===== src/rtl/rs424_uart_rx.sv =====
// RS-424 asynchronous frame deserializer: oversampled start detect, LSB-first data, stop check,
// one-entry valid/ready holding register. Define RS424_RX_PARITY_EN to add an even-parity bit.
module rs424_uart_rx #(
    parameter int CLKS_PER_BIT = 16,
    parameter int DATA_BITS    = 8
) (
    input  logic                 clk,
    input  logic                 rst,
    input  logic                 rx_bit,
    output logic [DATA_BITS-1:0] data_out,
    output logic                 data_valid,
    input  logic                 data_ready,
    output logic                 frame_err,
    output logic                 parity_err,
    output logic                 overrun,
    output logic                 busy
);
    localparam int CW = $clog2(CLKS_PER_BIT);
    localparam int IW = $clog2(DATA_BITS);
    localparam logic [CW-1:0] CNT_HALF = CW'(CLKS_PER_BIT / 2 - 1);
    localparam logic [CW-1:0] CNT_FULL = CW'(CLKS_PER_BIT - 1);
    localparam logic [IW-1:0] IDX_LAST = IW'(DATA_BITS - 1);

    localparam logic [2:0] ST_IDLE   = 3'd0;
    localparam logic [2:0] ST_START  = 3'd1;
    localparam logic [2:0] ST_DATA   = 3'd2;
    localparam logic [2:0] ST_STOP   = 3'd4;
`ifdef RS424_RX_PARITY_EN
    localparam logic [2:0] ST_PARITY = 3'd3;
`endif

    logic                 sync1_q, rx_s_q;
    logic [2:0]           state_q, state_d;
    logic [CW-1:0]        cnt_q, cnt_d;
    logic [IW-1:0]        idx_q, idx_d;
    logic [DATA_BITS-1:0] shreg_q, shreg_d;
    logic                 stop_q, stop_d;
    logic                 done_q, done_d;
    logic [DATA_BITS-1:0] dout_q, dout_d;
    logic                 valid_q, valid_d;
    logic                 ferr_q, ferr_d;
    logic                 perr_q, perr_d;
    logic                 ovr_q, ovr_d;
    logic                 parity_bad;

`ifdef RS424_RX_PARITY_EN
    logic parity_q, parity_d;
    assign parity_bad = (^shreg_q) ^ parity_q;
`else
    assign parity_bad = 1'b0;
`endif

    always_comb begin
        state_d = state_q;
        cnt_d   = cnt_q + CW'(1);
        idx_d   = idx_q;
        shreg_d = shreg_q;
        stop_d  = stop_q;
        done_d  = 1'b0;
        dout_d  = dout_q;
        valid_d = valid_q & ~data_ready;
        ferr_d  = 1'b0;
        perr_d  = 1'b0;
        ovr_d   = ovr_q;
`ifdef RS424_RX_PARITY_EN
        parity_d = parity_q;
`endif
        case (state_q)
            ST_IDLE: begin
                cnt_d = '0;
                if (!rx_s_q) state_d = ST_START;
            end
            ST_START: begin
                if (cnt_q == CNT_HALF) begin
                    cnt_d   = '0;
                    idx_d   = '0;
                    state_d = rx_s_q ? ST_IDLE : ST_DATA;
                end
            end
            ST_DATA: begin
                if (cnt_q == CNT_FULL) begin
                    cnt_d          = '0;
                    shreg_d[idx_q] = rx_s_q;
                    idx_d          = idx_q + IW'(1);
                    if (idx_q == IDX_LAST) begin
`ifdef RS424_RX_PARITY_EN
                        state_d = ST_PARITY;
`else
                        state_d = ST_STOP;
`endif
                    end
                end
            end
`ifdef RS424_RX_PARITY_EN
            ST_PARITY: begin
                if (cnt_q == CNT_FULL) begin
                    cnt_d    = '0;
                    parity_d = rx_s_q;
                    state_d  = ST_STOP;
                end
            end
`endif
            ST_STOP: begin
                // Stop bit is latched first; the outcome is resolved one cycle later.
                if (done_q) begin
                    state_d = ST_IDLE;
                    cnt_d   = '0;
                    if (!stop_q) begin
                        ferr_d = 1'b1;
                    end else if (parity_bad) begin
                        perr_d = 1'b1;
                    end else if (!valid_q || data_ready) begin
                        dout_d  = shreg_q;
                        valid_d = 1'b1;
                    end else begin
                        ovr_d = 1'b1;
                    end
                end else if (cnt_q == CNT_FULL) begin
                    stop_d = rx_s_q;
                    done_d = 1'b1;
                end
            end
            default: state_d = ST_IDLE;
        endcase
    end

    always_ff @(posedge clk) begin
        if (rst) begin
            sync1_q <= 1'b1;
            rx_s_q  <= 1'b1;
            state_q <= ST_IDLE;
            cnt_q   <= '0;
            idx_q   <= '0;
            shreg_q <= '0;
            stop_q  <= 1'b0;
            done_q  <= 1'b0;
            dout_q  <= '0;
            valid_q <= 1'b0;
            ferr_q  <= 1'b0;
            perr_q  <= 1'b0;
            ovr_q   <= 1'b0;
`ifdef RS424_RX_PARITY_EN
            parity_q <= 1'b0;
`endif
        end else begin
            sync1_q <= rx_bit;
            rx_s_q  <= sync1_q;
            state_q <= state_d;
            cnt_q   <= cnt_d;
            idx_q   <= idx_d;
            shreg_q <= shreg_d;
            stop_q  <= stop_d;
            done_q  <= done_d;
            dout_q  <= dout_d;
            valid_q <= valid_d;
            ferr_q  <= ferr_d;
            perr_q  <= perr_d;
            ovr_q   <= ovr_d;
`ifdef RS424_RX_PARITY_EN
            parity_q <= parity_d;
`endif
        end
    end

    assign data_out   = dout_q;
    assign data_valid = valid_q;
    assign frame_err  = ferr_q;
    assign parity_err = perr_q;
    assign overrun    = ovr_q;
    assign busy       = (state_q != ST_IDLE);
endmodule


===== config.mk =====
export PLATFORM = sky130hd
export DESIGN_NAME = rs424_uart_rx
export DESIGN_NICKNAME = d
export VERILOG_FILES = /design/src/rtl/rs424_uart_rx.sv
export SDC_FILE = /design/constraint.sdc
export NUM_CORES = 1
export LEC_CHECK = 0
export BUFFER_PORTS_ARGS = -buffer_cell sky130_fd_sc_hd__buf_2
export CAP_MARGIN = 25
export CORE_ASPECT_RATIO = 0.75
export CORE_MARGIN = 2
export CORE_UTILIZATION = 36
export DETAILED_ROUTE_END_ITERATION = 8
export PLACE_DENSITY = 0.6
export REMOVE_ABC_BUFFERS = 1
export SLEW_MARGIN = 20
export SYNTH_ARGS = -nofsm -noshare
export SYNTH_HDL_FRONTEND = slang
export SYNTH_SLANG_ARGS = --single-unit

===== constraint.sdc =====
create_clock -name clk -period 4.29 [get_ports clk]
set_input_delay 0.2145 -clock clk [delete_from_list [all_inputs] [get_ports clk]]
set_output_delay 0.2145 -clock clk [all_outputs]
set_load 0.01 [all_outputs]

==> key figures <==
Outcome
  – Run status: completed

Pwr
  – Tot Pwr: roughly 0.58 mW
  – Pwr Density: 351.3 nW/µm²
  – Maximum vdd ir drop: 0.1823 mV
  – LEAKAGE: 0.6591 nW

Clocking
  – Post-CTS setup buffers: 0
  – Worst-skew pair later-pin latency: about 280 ps
  – Root buf cell: clkbuf_8
  – Resize count post-CTS: 0
  – CTS sink count: 33
  – Htree depth: 2
  – Hold-fix buffers at CTS: 0
  – Clock slew at reported path FFs: 70 ps
  – CTS tree: built
  – Cts bufs inserted: 5
  – Clk buf depth: 2

Flow run
  – Max Cap Viol: 0

Finish
  – N_diodes: 0
  – Fraction of layout instances using a drive strength above 1: 19.76%
  – # fillers: 400
  – Area occupied by multi-input gates: approximately 740 µm²
  – Sequential Area: roughly 660 µm²
  – Fin nets: 173
  – Area grow syn2layout: 13.12%

Synthesis
  – Syn. warnings: 0
  – Synth Area in Compound Gates: 5.489%
  – Seq/Total Area, Yosys: 45.28%
  – Syn Area/Cell: 9.473 µm²
  – Fraction of synthesized cell area in xor and xnor cells: between 1 and 1.5%
  – Post-Synth Adder-Cell Area: 2.573%
  – Yosys reg bits: 33
  – Mapped Cells: ~150
  – Combinational family with the most area after synthesis: simple AND/OR/NAND/NOR gates
  – Synth Area in Simple Gates: 26.50%
  – Mux cell area share after synthesis: 14.49%
  – Synth cell types: 38
  – Synthesized cell area: about 1500 µm²

Global route
  – Number of global-route vias before repair: 1,008
  – Tot GR Track Use: 12.95%
  – First-pass GRT wire length: 4574 µm
  – Global route overflow: 0
  – Initial antenna violation count: 0
  – Pin count of the biggest net entering global routing: 36

STA
  – Final hold violation count: 0
  – Post-route minimum period: approximately 1800 ps
  – Final setup fails: 0
  – Worst-Margin Slew: 706.3 ps
  – Layout Skew: slightly below 3 ps
  – Final WS setup: ~2400 ps
  – Fin. max-slew vios: 0
  – Final setup TNS: 0 ps
  – RSZ-0062 raised after global routing: false
  – Crit share post-route: 42.98%
  – Hold Slack: 109.2 ps
  – Max-slew headroom: 52.81%
  – F_max: between 0.5 and 0.6 GHz

Detailed routing
  – Final ANT Viol Nets: 0
  – Vias: roughly 1,100
  – DRC: 0
  – First-pass DRT Iterations: 4
  – Via density: 4.910
  – Initial drt markers: 74
  – Drt total wl: 2704 µm
  – Routed wire per std cell: 12.18 µm

Place
  – Final RePlAce weighted congestion: 0.7801
  – DP HPWL: between 1500 and 2000 µm
  – Post-Place Setup Slack: 2454 ps
  – I/O Buffers: 15

Die
  – Initial Util: 36.67%
  – Die Ht: roughly 60 µm
  – FP Rows: 20
  – Die area: 4583 µm²
  – Num ports: 17
  – Die width: 77.51 µm
  – Core area: between 3000 and 4000 µm²

Worst setup path
  – Crit Path Max Fanout: 14
  – CP arrival: 2060 ps
  – Crit start category: flop
  – Worst R2R Path Depth: 4
  – Critical Path Sink Type: flop
  – Kind of critical path: flop to flop
  – Worst Path Required: 4510 ps

Min path
  – Worst Hold Depth: 2
  – Worst hold path class: input pin to flop
layout by cell type (no fill, tap or decap), types with 2 or more instances in the layout:
cell,count
nand3_1,2
nor3b_1,2
or3b_4,2
nor2_1,25
a21oi_1,5
nand2b_1,3
mux2i_1,20
nor4_1,3
or2_2,2
buf_2,15
o21ai_0,2
nor2b_1,4
nand2_1,7
dfxtp_1,33
inv_1,2
clkbuf_8,7
ha_1,3
nor3_1,6
nand4_1,6
through the flow:
| step | cells | area [µm²] | util, % |
|---|---|---|---|
| 2_1_floorplan | 144 | 1405 | - |
| 3_3_place_gp | 214 | 1549 | 38.93 |
| 3_5_place_dp | 214 | 1549 | 38.93 |
| 4_1_cts | 222 | 1650 | 41.48 |
| 5_1_grt | 222 | 1650 | 41.48 |
| 6_report | 222 | 1650 | 41.48 |
routing by layer:
| layer | part of all wire (%) | vias up | global-route usage, % | routed length, µm |
|---|---|---|---|---|
| met5 | 0 | - | 0 | 0 |
| met4 | 1.4 | 0 | 6.122 | 38 |
| met3 | 5.2 | 5 | 4.726 | 141 |
| met2 | 46 | 24 | 20.50 | 1237 |
| met1 | 48 | 504 | 15.95 | 1286 |
| li1 | - | 557 | - | - |
layout make-up:
| type | instances | area share [%] |
|---|---|---|
| Timing Repair Buffer | 15 | 4.549 |
| Tap cell | 55 | 4.170 |
| Inverter | 2 | 0.4549 |
| Clock buffer | 7 | 5.838 |
| Sequential cell | 33 | 40.03 |
| Multi-Input combinational cell | 109 | 44.66 |
| Clock inverter | 1 | 0.3033 |
worst max-delay path: stages (launching register included):
cell	delay, ps
dfxtp_1	550
nor3b_1	640
a32oi_1	150
o311ai_1	190
mux2i_1	230
cell usage after synthesis, drive strengths merged:
library cell	number	area share (%)
a211oi	1	0.51
a21oi	5	1.7
a32oi	1	0.60
and3	1	0.43
and3b	1	0.69
buf	6	2.7
clkbuf	4	1.0
conb	1	0.26
dfxtp	33	45
ha	3	2.6
inv	2	0.51
mux2	1	0.77
mux2i	20	14
nand2	7	1.8
nand2b	3	1.3
nand3	2	0.69
nand3b	1	0.51
nand4	6	2.6
nor2	25	6.4
nor2b	4	1.7
nor3	7	3.2
nor3b	2	1.0
nor4	3	1.3
o211a	1	0.69
o21ai	2	0.69
o21ba	1	0.69
o311ai	1	0.60
or2	2	0.86
or2b	1	0.51
or3	1	0.51
or3b	2	1.5
or4b	1	0.69
or4bb	1	0.77
xnor2	1	0.60
xor2	1	0.60
power by group:
part | total, mW | switching, mW | internal (mW) | leakage, nW
logic | 0.0144 | 0.00853 | 0.00588 | 0.338
clock network | 0.254 | 0.109 | 0.145 | 0.0542
registers | 0.312 | 0.00348 | 0.308 | 0.266
total | 0.580 | 0.121 | 0.459 | 0.659
logic make-up after synthesis:
kind of cell,after synthesis
AND/OR/NAND/NOR,70
flip-flops,33
multiplexers,21
AO/OA/AOI/OAI,12
buffers and inverters,12
adder cells (fa/ha/maj),3
XOR/XNOR,2
other,1
registers in the layout, summed over array words and instances, names as in the netlist, 3 cells and up:
name,flops
idx_q,3
cnt_q,4
shreg_q,8
data_out,8
state_q,3
worst paths after layout:
path	start	endpoint	slack, ps
max	state_q[1]	state_q[2]	2450
min	rx_bit	sync1_q	110
max reg2reg	state_q[1]	state_q[2]	2450
min reg2reg	sync1_q	rx_s_q	410
(Power assumes the default switching activity.)
